--- config.mk ---
export PLATFORM = sky130hd
export DESIGN_NAME = bcd_timer_ctrl_flat
export DESIGN_NICKNAME = d
export VERILOG_FILES = /design/src/rtl/bcd_timer_pkg.sv /design/src/rtl/bcd_timer_ctrl_if.sv /design/src/rtl/bcd_digit.sv /design/src/rtl/bcd_timer_ctrl.sv /design/src/flat_wrapper.sv
export SDC_FILE = /design/constraint.sdc
export NUM_CORES = 1
export LEC_CHECK = 0
export CORE_UTILIZATION = 48
export CTS_CLUSTER_DIAMETER = 150
export DETAILED_ROUTE_END_ITERATION = 7
export PLACE_DENSITY = 0.79
export SYNTH_ARGS = -nofsm -noshare
export SYNTH_HDL_FRONTEND = slang
export SYNTH_SLANG_ARGS = --single-unit
--- constraint.sdc ---
create_clock -name clock -period 2.05 [get_ports clock]
set_input_delay 0.615 -clock clock [delete_from_list [all_inputs] [get_ports clock]]
set_output_delay 0.615 -clock clock [all_outputs]
set_load 0.02 [all_outputs]
--- src/rtl/bcd_timer_pkg.sv ---
// Shared types and constants for the BCD timer controller.
//   cmd_op_e : command opcodes on the command interface
//   state_e  : controller states
//   BCD_MAX  : largest legal BCD digit
//   bcd_clamp: forces an illegal nibble (>9) to 9
package bcd_timer_pkg;

    typedef enum logic [1:0] {
        OP_LOAD  = 2'd0,
        OP_START = 2'd1,
        OP_STOP  = 2'd2,
        OP_CLEAR = 2'd3
    } cmd_op_e;

    typedef enum logic [1:0] {
        S_IDLE,
        S_RUN,
        S_PAUSE,
        S_DONE
    } state_e;

    localparam logic [3:0] BCD_MAX = 4'd9;

    function automatic logic [3:0] bcd_clamp(input logic [3:0] nib);
        return (nib > BCD_MAX) ? BCD_MAX : nib;
    endfunction

endpackage

--- src/rtl/bcd_timer_ctrl_if.sv ---
// Command interface for the BCD timer controller.
//   cmd_valid / cmd_ready : handshake, a command is taken when both are high
//   cmd_op                : LOAD / START / STOP / CLEAR
//   cmd_up                : count direction, latched on START
//   cmd_data              : BCD load value, digit 0 in bits [3:0]
interface bcd_timer_ctrl_if #(
    parameter int unsigned DIGITS = 4
);
    import bcd_timer_pkg::*;

    logic                cmd_valid;
    logic                cmd_ready;
    cmd_op_e             cmd_op;
    logic                cmd_up;
    logic [4*DIGITS-1:0] cmd_data;

    modport master (
        output cmd_valid,
        output cmd_op,
        output cmd_up,
        output cmd_data,
        input  cmd_ready
    );

    modport slave (
        input  cmd_valid,
        input  cmd_op,
        input  cmd_up,
        input  cmd_data,
        output cmd_ready
    );

endinterface

--- src/rtl/bcd_digit.sv ---
// One decade counter of the BCD cascade.
//   clock, reset : system clock, synchronous active-high reset
//   load, data   : write the (clamped) BCD nibble
//   clr          : force the digit to 0 (wins over load)
//   step, up     : count tick and direction
//   cin          : lower digits all carried/borrowed (1 for digit 0)
//   value        : current digit
//   cout         : this digit carries (up, at 9) or borrows (down, at 0) on this step
module bcd_digit
    import bcd_timer_pkg::*;
(
    input  logic       clock,
    input  logic       reset,
    input  logic       load,
    input  logic       clr,
    input  logic       step,
    input  logic       up,
    input  logic       cin,
    input  logic [3:0] data,
    output logic [3:0] value,
    output logic       cout
);

    logic [3:0] value_q, value_d;
    logic       at_edge;

    always_comb begin
        at_edge = up ? (value_q == BCD_MAX) : (value_q == 4'd0);
        cout    = step & cin & at_edge;
        value_d = value_q;
        if (clr) begin
            value_d = 4'd0;
        end else if (load) begin
            value_d = bcd_clamp(data);
        end else if (step && cin) begin
            if (up) begin
                value_d = at_edge ? 4'd0 : value_q + 4'd1;
            end else begin
                value_d = at_edge ? BCD_MAX : value_q - 4'd1;
            end
        end
    end

    always_ff @(posedge clock) begin
        if (reset) begin
            value_q <= 4'd0;
        end else begin
            value_q <= value_d;
        end
    end

    assign value = value_q;

endmodule

--- src/rtl/bcd_timer_ctrl.sv ---
// Multi-digit BCD timer controller: command decode, prescaler and a cascade of
// bcd_digit counters.
//   clock, reset : system clock, synchronous active-high reset
//   cmd          : command interface (slave side)
//   count        : current BCD value, digit 0 in bits [3:0]
//   running      : controller is in RUN
//   tick         : prescaler strobe, count steps at the end of this cycle
//   expired      : one-cycle pulse, count-down reached 0
//   wrapped      : one-cycle pulse, count-up rolled over all-9s
//   cmd_err      : one-cycle pulse, LOAD/START rejected while running
module bcd_timer_ctrl
    import bcd_timer_pkg::*;
#(
    parameter int unsigned DIGITS   = 4,
    parameter int unsigned PRESCALE = 10,
    parameter int unsigned PW       = 8
) (
    input  logic                clock,
    input  logic                reset,
    bcd_timer_ctrl_if.slave     cmd,
    output logic [4*DIGITS-1:0] count,
    output logic                running,
    output logic                tick,
    output logic                expired,
    output logic                wrapped,
    output logic                cmd_err
);

    localparam logic [PW-1:0]       PRE_LAST = PW'(PRESCALE - 1);
    localparam logic [4*DIGITS-1:0] BCD_ONE  = 1;

    state_e        state_q, state_d;
    logic [PW-1:0] prescale_q, prescale_d;
    logic          dir_q, dir_d;
    logic          expired_q, expired_d;
    logic          wrapped_q, wrapped_d;
    logic          err_q, err_d;

    logic accept, is_load, is_start, is_stop, is_clear;
    logic load_ok, start_ok, preempt;
    logic count_zero, count_one, step_en;

    assign cmd.cmd_ready = ~reset;
    assign accept        = cmd.cmd_valid & cmd.cmd_ready;
    assign is_load       = accept & (cmd.cmd_op == OP_LOAD);
    assign is_start      = accept & (cmd.cmd_op == OP_START);
    assign is_stop       = accept & (cmd.cmd_op == OP_STOP);
    assign is_clear      = accept & (cmd.cmd_op == OP_CLEAR);
    assign load_ok       = is_load & (state_q != S_RUN);
    assign start_ok      = is_start & (state_q != S_RUN);
    // STOP/CLEAR win over a coincident tick; rejected LOAD/START do not.
    assign preempt       = is_stop | is_clear;

    assign count_zero = (count == '0);
    assign count_one  = (count == BCD_ONE);
    // Down count never steps below zero.
    assign step_en    = tick & ~(~dir_q & count_zero);

    // State register
    always_ff @(posedge clock) begin
        if (reset) begin
            state_q <= S_IDLE;
        end else begin
            state_q <= state_d;
        end
    end

    // Next-state logic
    always_comb begin
        state_d = state_q;
        if (is_clear || load_ok) begin
            state_d = S_IDLE;
        end else if (start_ok) begin
            state_d = (!cmd.cmd_up && count_zero) ? S_DONE : S_RUN;
        end else if (is_stop && state_q == S_RUN) begin
            state_d = S_PAUSE;
        end else if (tick && !dir_q && count_one) begin
            state_d = S_DONE;
        end
    end

    // Outputs; pulses are masked while reset is held.
    always_comb begin
        running = (state_q == S_RUN);
        tick    = (state_q == S_RUN) && (prescale_q == PRE_LAST) && !preempt && !reset;
        expired = expired_q & ~reset;
        wrapped = wrapped_q & ~reset;
        cmd_err = err_q & ~reset;
    end

    // Datapath next values
    always_comb begin
        prescale_d = prescale_q;
        if (is_clear || load_ok) begin
            prescale_d = '0;
        end else if (start_ok) begin
            // Resuming from PAUSE keeps the partial prescale period.
            if (state_q != S_PAUSE) begin
                prescale_d = '0;
            end
        end else if (state_q == S_RUN && !preempt) begin
            prescale_d = tick ? '0 : prescale_q + PW'(1);
        end
        dir_d     = start_ok ? cmd.cmd_up : dir_q;
        expired_d = (start_ok & ~cmd.cmd_up & count_zero) | (tick & ~dir_q & count_one);
        wrapped_d = dir_q & g_digit[DIGITS-1].cout;
        err_d     = (is_load | is_start) & (state_q == S_RUN);
    end

    always_ff @(posedge clock) begin
        if (reset) begin
            prescale_q <= '0;
            dir_q      <= 1'b0;
            expired_q  <= 1'b0;
            wrapped_q  <= 1'b0;
            err_q      <= 1'b0;
        end else begin
            prescale_q <= prescale_d;
            dir_q      <= dir_d;
            expired_q  <= expired_d;
            wrapped_q  <= wrapped_d;
            err_q      <= err_d;
        end
    end

    for (genvar i = 0; i < DIGITS; i++) begin : g_digit
        logic cin;
        logic cout;
        if (i == 0) begin : g_cin
            assign cin = 1'b1;
        end else begin : g_cin
            assign cin = g_digit[i-1].cout;
        end

        bcd_digit u_digit (
            .clock (clock),
            .reset (reset),
            .load  (load_ok),
            .clr   (is_clear),
            .step  (step_en),
            .up    (dir_q),
            .cin   (cin),
            .data  (cmd.cmd_data[4*i +: 4]),
            .value (count[4*i +: 4]),
            .cout  (cout)
        );
    end

endmodule
--- src/flat_wrapper.sv ---
// flat-port wrapper written by rule: the top's interface ports become plain ports
module bcd_timer_ctrl_flat import bcd_timer_pkg::*;
#(
    parameter int unsigned DIGITS   = 4,
    parameter int unsigned PRESCALE = 10,
    parameter int unsigned PW       = 8
)
  (clock, reset, count, running, tick, expired, wrapped, cmd_err, cmd_cmd_valid, cmd_cmd_op, cmd_cmd_up, cmd_cmd_data, cmd_cmd_ready);
  bcd_timer_ctrl_if #(.DIGITS(DIGITS)) cmd_i ();
  input  logic clock;
  input  logic reset;
  output logic [4*DIGITS-1:0] count;
  output logic running;
  output logic tick;
  output logic expired;
  output logic wrapped;
  output logic cmd_err;
  input wire logic [$bits(cmd_i.cmd_valid)-1:0] cmd_cmd_valid;
  input wire logic [$bits(cmd_i.cmd_op)-1:0] cmd_cmd_op;
  input wire logic [$bits(cmd_i.cmd_up)-1:0] cmd_cmd_up;
  input wire logic [$bits(cmd_i.cmd_data)-1:0] cmd_cmd_data;
  output wire logic [$bits(cmd_i.cmd_ready)-1:0] cmd_cmd_ready;
  assign cmd_i.cmd_valid = cmd_cmd_valid;
  assign cmd_i.cmd_op = cmd_cmd_op;
  assign cmd_i.cmd_up = cmd_cmd_up;
  assign cmd_i.cmd_data = cmd_cmd_data;
  assign cmd_cmd_ready = cmd_i.cmd_ready;
  bcd_timer_ctrl #(.DIGITS(DIGITS), .PRESCALE(PRESCALE), .PW(PW)) u_core (.clock(clock), .reset(reset), .cmd(cmd_i), .count(count), .running(running), .tick(tick), .expired(expired), .wrapped(wrapped), .cmd_err(cmd_err));
endmodule
== Yosys cells after proc, flatten, opt, wreduce, memory -nomap -nowiden ==
Cells that the tools add are included.

* Input bits: 22
* Register bits after elaboration: 30

* Equal/unequal tests: 13
* $lt $le $gt $ge: 4
* Reduce and logical (&&, ||, !) cells: 31
* Add/subtract/negate cells: 9
* Muxes and demuxes: 36
* Bitwise logic cells: 32

{| class="wikitable"
|+ Operators with widths
! cell !! number
|-
| $mux 4 || 24
|-
| $mux 8 || 4
|-
| $and 1x1->1 || 25
|-
| $add 4x1->4 const B || 4
|-
| $eq 16x1->1 const B || 1
|-
| $eq 4x4->1 const B || 4
|-
| $gt 4x4->1 const B || 4
|-
| $logic_not 16->1 || 1
|-
| $logic_not 4->1 || 4
|-
| $sub 4x1->4 const B || 4
|-
| $logic_and 1x1->1 || 11
|-
| $reduce_bool 2->1 || 5
|-
| $add 8x1->8 const B || 1
|-
| $eq 8x4->1 const B || 1
|-
| $mux 2 || 4
|-
| $eq 2x1->1 const B || 2
|-
| $eq 2x2->1 const B || 2
|-
| $logic_not 1->1 || 4
|-
| $mux 1 || 4
|-
| $ne 2x2->1 const B || 2
|-
| $not 1->1 || 4
|-
| $reduce_or 2->1 || 2
|-
| $or 1x1->1 || 3
|-
| $reduce_bool 3->1 || 1
|-
| other kinds (4) || 4
|}

== Depth between registers and ports, before layout ==
Gate-level depths: netlist of the first run.

* Depth after elaboration: 16
* Depth in mapped cells: 8
* Depth with buffers taken out: 8

== Modules after synthesis ==
From an unflattened synthesis of the first run, not the netlist that was laid out.

* Cell total of the unflattened synthesis: 326
* Area total of the unflattened synthesis: 2,547.4 um^2

{| class="wikitable"
|+ Modules (own cells, without submodules)
! module !! seq. area each (um^2) !! times used !! area an instance (um^2) !! cells each
|-
| bcd_digit || 80.1 || 4 || 401.6 || 53
|-
| bcd_timer_ctrl || 280.3 || 1 || 940.9 || 114
|}

== Worst setup path after synthesis of the first run ==
Ideal clock, no wire load.

* Kind: reg-to-reg
* From: register u_core.g_digit[2].u_digit.value_q[0]
* To: register u_core.g_digit[2].u_digit.value_q[1]
* Cell stages (with the launch flop): 8
* Data arrival time: 2,204 ps
* Setup time: 70 ps
* Buffers on the path: 0
* Path slack: -224 ps
* Cells stage by stage: dfxtp_1 inv_1 ha_1 and4bb_2 and4_1 nor4b_4 mux2_2 a21oi_1

* Longest elaborated chain between the ends: 9
* Elaborated cells on any way between the ends: 19
* Classes of those cells: add/sub: 2; eq/ne: 1; mux: 6; bitwise: 6; reduce/logical: 4

{| class="wikitable"
|+ Ends and longest elaborated chain
! item !! line !! source
|-
| from (decl) || bcd_digit.sv:24 || <nowiki>logic [3:0] value_q, value_d;</nowiki>
|-
| from (signal assigned) || bcd_digit.sv:48 || <nowiki>value_q <= value_d;</nowiki>
|-
| $logic_not 16->1 || bcd_timer_ctrl.sv:54 || <nowiki>assign count_zero = (count == '0);</nowiki>
|-
| $and 1x1->1 || bcd_timer_ctrl.sv:57 || <nowiki>assign step_en = tick & ~(~dir_q & count_zero);</nowiki>
|-
| $not 1->1 || bcd_timer_ctrl.sv:57 ||
|-
| $and 1x1->1 || bcd_timer_ctrl.sv:57 ||
|-
| $and 1x1->1 (3 in a row) || bcd_digit.sv:29 || <nowiki>cout = step & cin & at_edge;</nowiki>
|-
| $logic_and 1x1->1 || bcd_digit.sv:35 || <nowiki>end else if (step && cin) begin</nowiki>
|-
| $reduce_bool 2->1 (no line) || - ||
|}

Several ways; a longest one is shown, not always the timed one. The select of a mux whose other input is x is not followed.
A chain may end at the register's enable or synchronous reset.

== Worst setup path after layout of the first run ==
* From: input port reset
* To: output port tick

* Longest elaborated chain between the ends: 7
* Elaborated cells on any way between the ends: 9
* Classes of those cells: bitwise: 5; reduce/logical: 4

{| class="wikitable"
|+ Ends and longest elaborated chain
! item !! line !! source
|-
| from (decl) || flat_wrapper.sv:11 || <nowiki>input logic reset;</nowiki>
|-
| $not 1->1 || bcd_timer_ctrl.sv:43 || <nowiki>assign cmd.cmd_ready = ~reset;</nowiki>
|-
| $and 1x1->1 || bcd_timer_ctrl.sv:44 || <nowiki>assign accept = cmd.cmd_valid & cmd.cmd_ready;</nowiki>
|-
| $and 1x1->1 (on tied branches) || bcd_timer_ctrl.sv:47, bcd_timer_ctrl.sv:48 ||
|-
| $or 1x1->1 || bcd_timer_ctrl.sv:52 || <nowiki>assign preempt = is_stop | is_clear;</nowiki>
|-
| $logic_not 1->1 || bcd_timer_ctrl.sv:85 || <nowiki>tick = (state_q == S_RUN) && (prescale_q == PRE_LAST) && !preempt && !reset;</nowiki>
|-
| $logic_and 1x1->1 || bcd_timer_ctrl.sv:85 ||
|-
| $logic_and 1x1->1 (*) || bcd_timer_ctrl.sv:85 ||
|-
| to (decl) || flat_wrapper.sv:14 || <nowiki>output logic tick;</nowiki>
|}

Mark *: on every way between the ends. The rest lies on a longest branch, timed or not.

==> summary.md, run 1 <==
| Metric | Value |
|---|---|
| Final Core Density | `about three quarters` |
| Fin area | `0.003809 mm2` |
| Hold WS | `0.5070 ns` |
| Hpwl dp | `between 5 and 6 mm` |
| GP Congestion | `between 0.9 and 1` |
| Drt first pass iters | `5` |
| Status | `complete, but fails checks` |
| Die width | `74.58 um` |
| Sequential share of power | `between 30% and 40%` |
| Vias | `3026` |
| Slowest cell on crit path | `nor4bb_4` |
| Cells after synthesis | `around 320` |
| Clock power frac | `34.6%` |
| Seq cells post-synth | `30` |
| CP Class | `in2out` |
| IO buf count | `43` |
| Largest delay contributor family on the critical path | `simple AND/OR/NAND/NOR gates` |
| Netlist cell types | `59` |
| Combinational power share | `28.6%` |
| Slew HR | `roughly 73%` |
| Area grow syn2layout | `50.62%` |
| Yosys top cell by area | `dfxtp_1` |
| Worst-path clk slew | `0.07 ns` |
| GR Layer Usage met3 | `5.691%` |
| CP required | `roughly 1.4 ns` |
| Routing usage on met2 | `52.05%` |
| Max-cap violations | `0` |
| Worst hold path class | `reg2reg` |
| Setup Skew | `0.008367 ns` |
| DR WL/cell | `17.75 um` |
| Cts hold-fix bufs | `0` |
| Final nets | `464` |
| Clk buf depth | `2` |
| Vias in the first global route | `about 2800` |
| Congestion Overflow GR | `0` |
| Number of nets still failing antenna checks after routing | `0` |
| CP Capture Type | `primary output` |
| TritonCTS Sinks | `30` |
| Synthesized net count | `358` |
| Fin cells | `494` |
| FFs w/ async S/R, synth | `0%` |
| Worst Path Buf+Inv | `3` |
| Placed cell count | `between 400 and 500` |
| Post-DP Area | `between 0.003 and 0.004 mm2` |
| Clk_lat worst skew | `0.29 ns` |
| Sw Ratio | `29.60%` |
| Syn Area/Cell | `7.952 um2` |
| Fill cells | `approximately 360` |
| Chip height | `74.58 um` |
| Initial DRC count | `between 300 and 400` |
| Cell Pwr Density | `between 400 and 500 mW/mm2` |
| Max Clk Rate | `465.4 MHz` |
| Ports | `44` |
| Vias per cell | `6.126` |
| Yosys warns | `0` |
| Peak per-stage delay on the critical path | `around 0.30 ns` |
| Root Driver | `clkbuf_8` |
| Final wirelength | `8.770 mm` |
| Layout cell share with drive strength beyond 1 | `31.13%` |
| Slew @ Worst Pin | `approximately 0.4 ns` |
| Synth top area share | `23.75%` |
| RSZ-0062 raised after global routing | `true` |
| Failing checks | `setup timing` |
| Final min period | `~2.1 ns` |
| Synthesized area | `approximately 0.0025 mm2` |
| Rows | `26` |
| Psw | `0.4927 mW` |
| Core area | `0.005075 mm2` |
| Met1 Use GR | `36.77%` |
| CTS tree | `built` |
| Worst-path fanout max | `4` |
| Final Setup Violations | `6` |
| Slew Limit Fails | `0` |
| Initial Utilization | `49.83%` |
| Internal power | `between 1 and 1.5 mW` |
| Top cells by area, synth | `dfxtp_1 (24%), ha_1 (8.9%), mux2i_1 (4.8%), nand2_1 (4.0%), a21oi_1 (3.8%)` |
| Fin worst setup slack | `-0.09880 ns` |
| Final hold vios | `0` |
| TritonCTS buffer count | `5` |
| Sequential area share after synthesis | `23.75%` |
| Post-synth top flop | `dfxtp_1` |
| Crit path DAT | `1.53 ns` |
| Initial antenna violation count | `0` |
| Startpoint types | `input port` |
| Post-synth EDFFs | `0` |
| Maximum vdd ir drop | `314.5 uV` |
| First-pass GRT wire length | `around 13 mm` |
| DIE AREA | `about 0.0056 mm2` |
| Inserted Diodes | `0` |
| Largest net degree at the start of global routing | `16` |
| Lkg Pwr | `1.650 nW` |
| Total Routing Usage GR | `between 30 and 40%` |
| Post-route DRC | `0` |
| CP Cell Sequence | `buf_8 -> nor4bb_4 -> nand4_1 -> inv_2 -> buf_6` |
| Final period util | `104.8%` |
| # H-tree levels | `2` |
| GR peak layer | `met2` |
| Dpl ws | `-0.8779 ns` |
logic make-up (layout without fill, tap and decap cells):
| family | Yosys count | in the layout | share of synthesized area [%] |
|---|---|---|---|
| fa+ha+maj | 18 | 18 | 8.907 |
| compound gates | 84 | 84 | 21.92 |
| xor+xnor | 11 | 11 | 3.810 |
| simple gates | 120 | 120 | 27.61 |
| buf+inv | 39 | 145 | 6.581 |
| flops | 30 | 30 | 23.75 |
| mux | 16 | 16 | 7.422 |
path summary, 6_finish.rpt:
check                                             startpoint                                               to  slack (ns)  depth (start not counted)
max reg2reg                u_core.prescale_q[1]$_SDFFE_PP0P_  u_core.g_digit[2].u_digit.value[1]$_SDFFE_PP0P_       -0.07                          9
min          u_core.g_digit[3].u_digit.value[2]$_SDFFE_PP0P_  u_core.g_digit[3].u_digit.value[2]$_SDFFE_PP0P_        0.51                          2
min reg2reg  u_core.g_digit[3].u_digit.value[2]$_SDFFE_PP0P_  u_core.g_digit[3].u_digit.value[2]$_SDFFE_PP0P_        0.51                          2
max                                                    reset                                             tick        -0.1                          5
power by group through the flow:
stage | registers, mW | logic, mW | clock network [mW]
finish | 0.613 | 0.476 | 0.576
global route | 0.614 | 0.506 | 0.600
CTS | 0.612 | 0.440 | 0.569
detailed placement | 0.623 | 0.422 | 0
global placement | 0.622 | 0.410 | 0
floorplan | 0.639 | 0.220 | 0
layer usage:
metal / part of all wire, % / routed length, um
met5: 0 / 0
met4: 4.7 / 410
met3: 8.4 / 734
met2: 48 / 4245
met1: 39 / 3380
synth_stat cells, types with 3 or more instances:
master / n
dfxtp_1: 30
o21a_1: 4
o32ai_1: 3
and3_1: 6
nand2_1: 27
nor2_1: 21
o21ai_0: 19
a31oi_1: 10
xor2_1: 8
nand3b_1: 5
clkbuf_1: 7
nor2b_1: 9
a21oi_1: 19
buf_2: 5
a211oi_1: 3
nand2b_1: 9
ha_1: 18
o2111ai_1: 4
nand3_1: 12
mux2i_1: 12
inv_1: 21
nor3_1: 5
xnor2_1: 3
nand4_1: 3
o31ai_1: 4
worst min-delay path: cells and delay by family (launching register included):
family | cells | cell delay [ns]
and+or+nand+nor | 1 | 0.06
muxes | 1 | 0.05
DFF | 1 | 0.35
cell usage in the layout (no fill, tap or decap), drive strengths merged, types with 3 or more instances in the layout:
cell and instances:
ha 18, nand2 27, nor3b 3, buf 78
xor2 8, clkdlybuf4s50 30, nor2 21, o21ai 19
dlymetal6s2s 3, dfxtp 30, or3b 4, o21a 4
clkbuf 8, dlygate4sd2 3, nor2b 9, o31ai 5
a31oi 10, xnor2 3, nor3 7, o2111ai 4
nand2b 10, nand3b 5, nand3 12, nand4 3
a21oi 21, o32ai 3, and3 6, a211oi 3
mux2i 12, inv 21
sequential cells by signal, indices dropped and copies added, names as in the netlist:
| name | flops |
|---|---|
| u_core.expired_q | 1 |
| u_core.prescale_q | 8 |
| u_core.wrapped_q | 1 |
| u_core.state_q | 2 |
| u_core.err_q | 1 |
| u_core.dir_q | 1 |
| u_core.g_digit.u_digit.value | 16 |
area by class of cell:
cell class	count	area, um2	share of cell area, %
Clock buffer	7	107.6	2.825
Sequential cell	30	624.3	16.39
Timing Repair Buffer	117	1035	27.17
Multi-Input combinational cell	249	1876	49.24
Inverter	21	78.83	2.070
Tap cell	70	87.58	2.300
timing repair:
item | CTS | global route
gates cloned | 1 | 0
pin swaps | 10 | 9
resized for setup | 49 | 22
setup endpoints to repair | 36 | 28
buffers inserted | 4 | 3
per-stage QoR:
step / TNS, ns / total power [mW]
final: -0.3573 / 1.665
after CTS: -0.02657 / 1.621
after floorplan: -0.04044 / 0.8585
after detailed placement: -20.06 / 1.045
after global placement: -19.30 / 1.031
after global routing: -0.8996 / 1.720
No activity file was read; power rests on OpenSTA's default activity.
==> run 2: changes to the inputs <==
CTS_CLUSTER_DIAMETER = default   (was 150)
==> results of run 2 <==
Same layout as run 1: the final DEF is identical, and so are final timing and power.
==> run 3: changes to the inputs <==
SLEW_MARGIN = 20   (was default)
==> results of run 3 <==
Same layout as run 1: the final DEF is identical, and so are final timing and power.
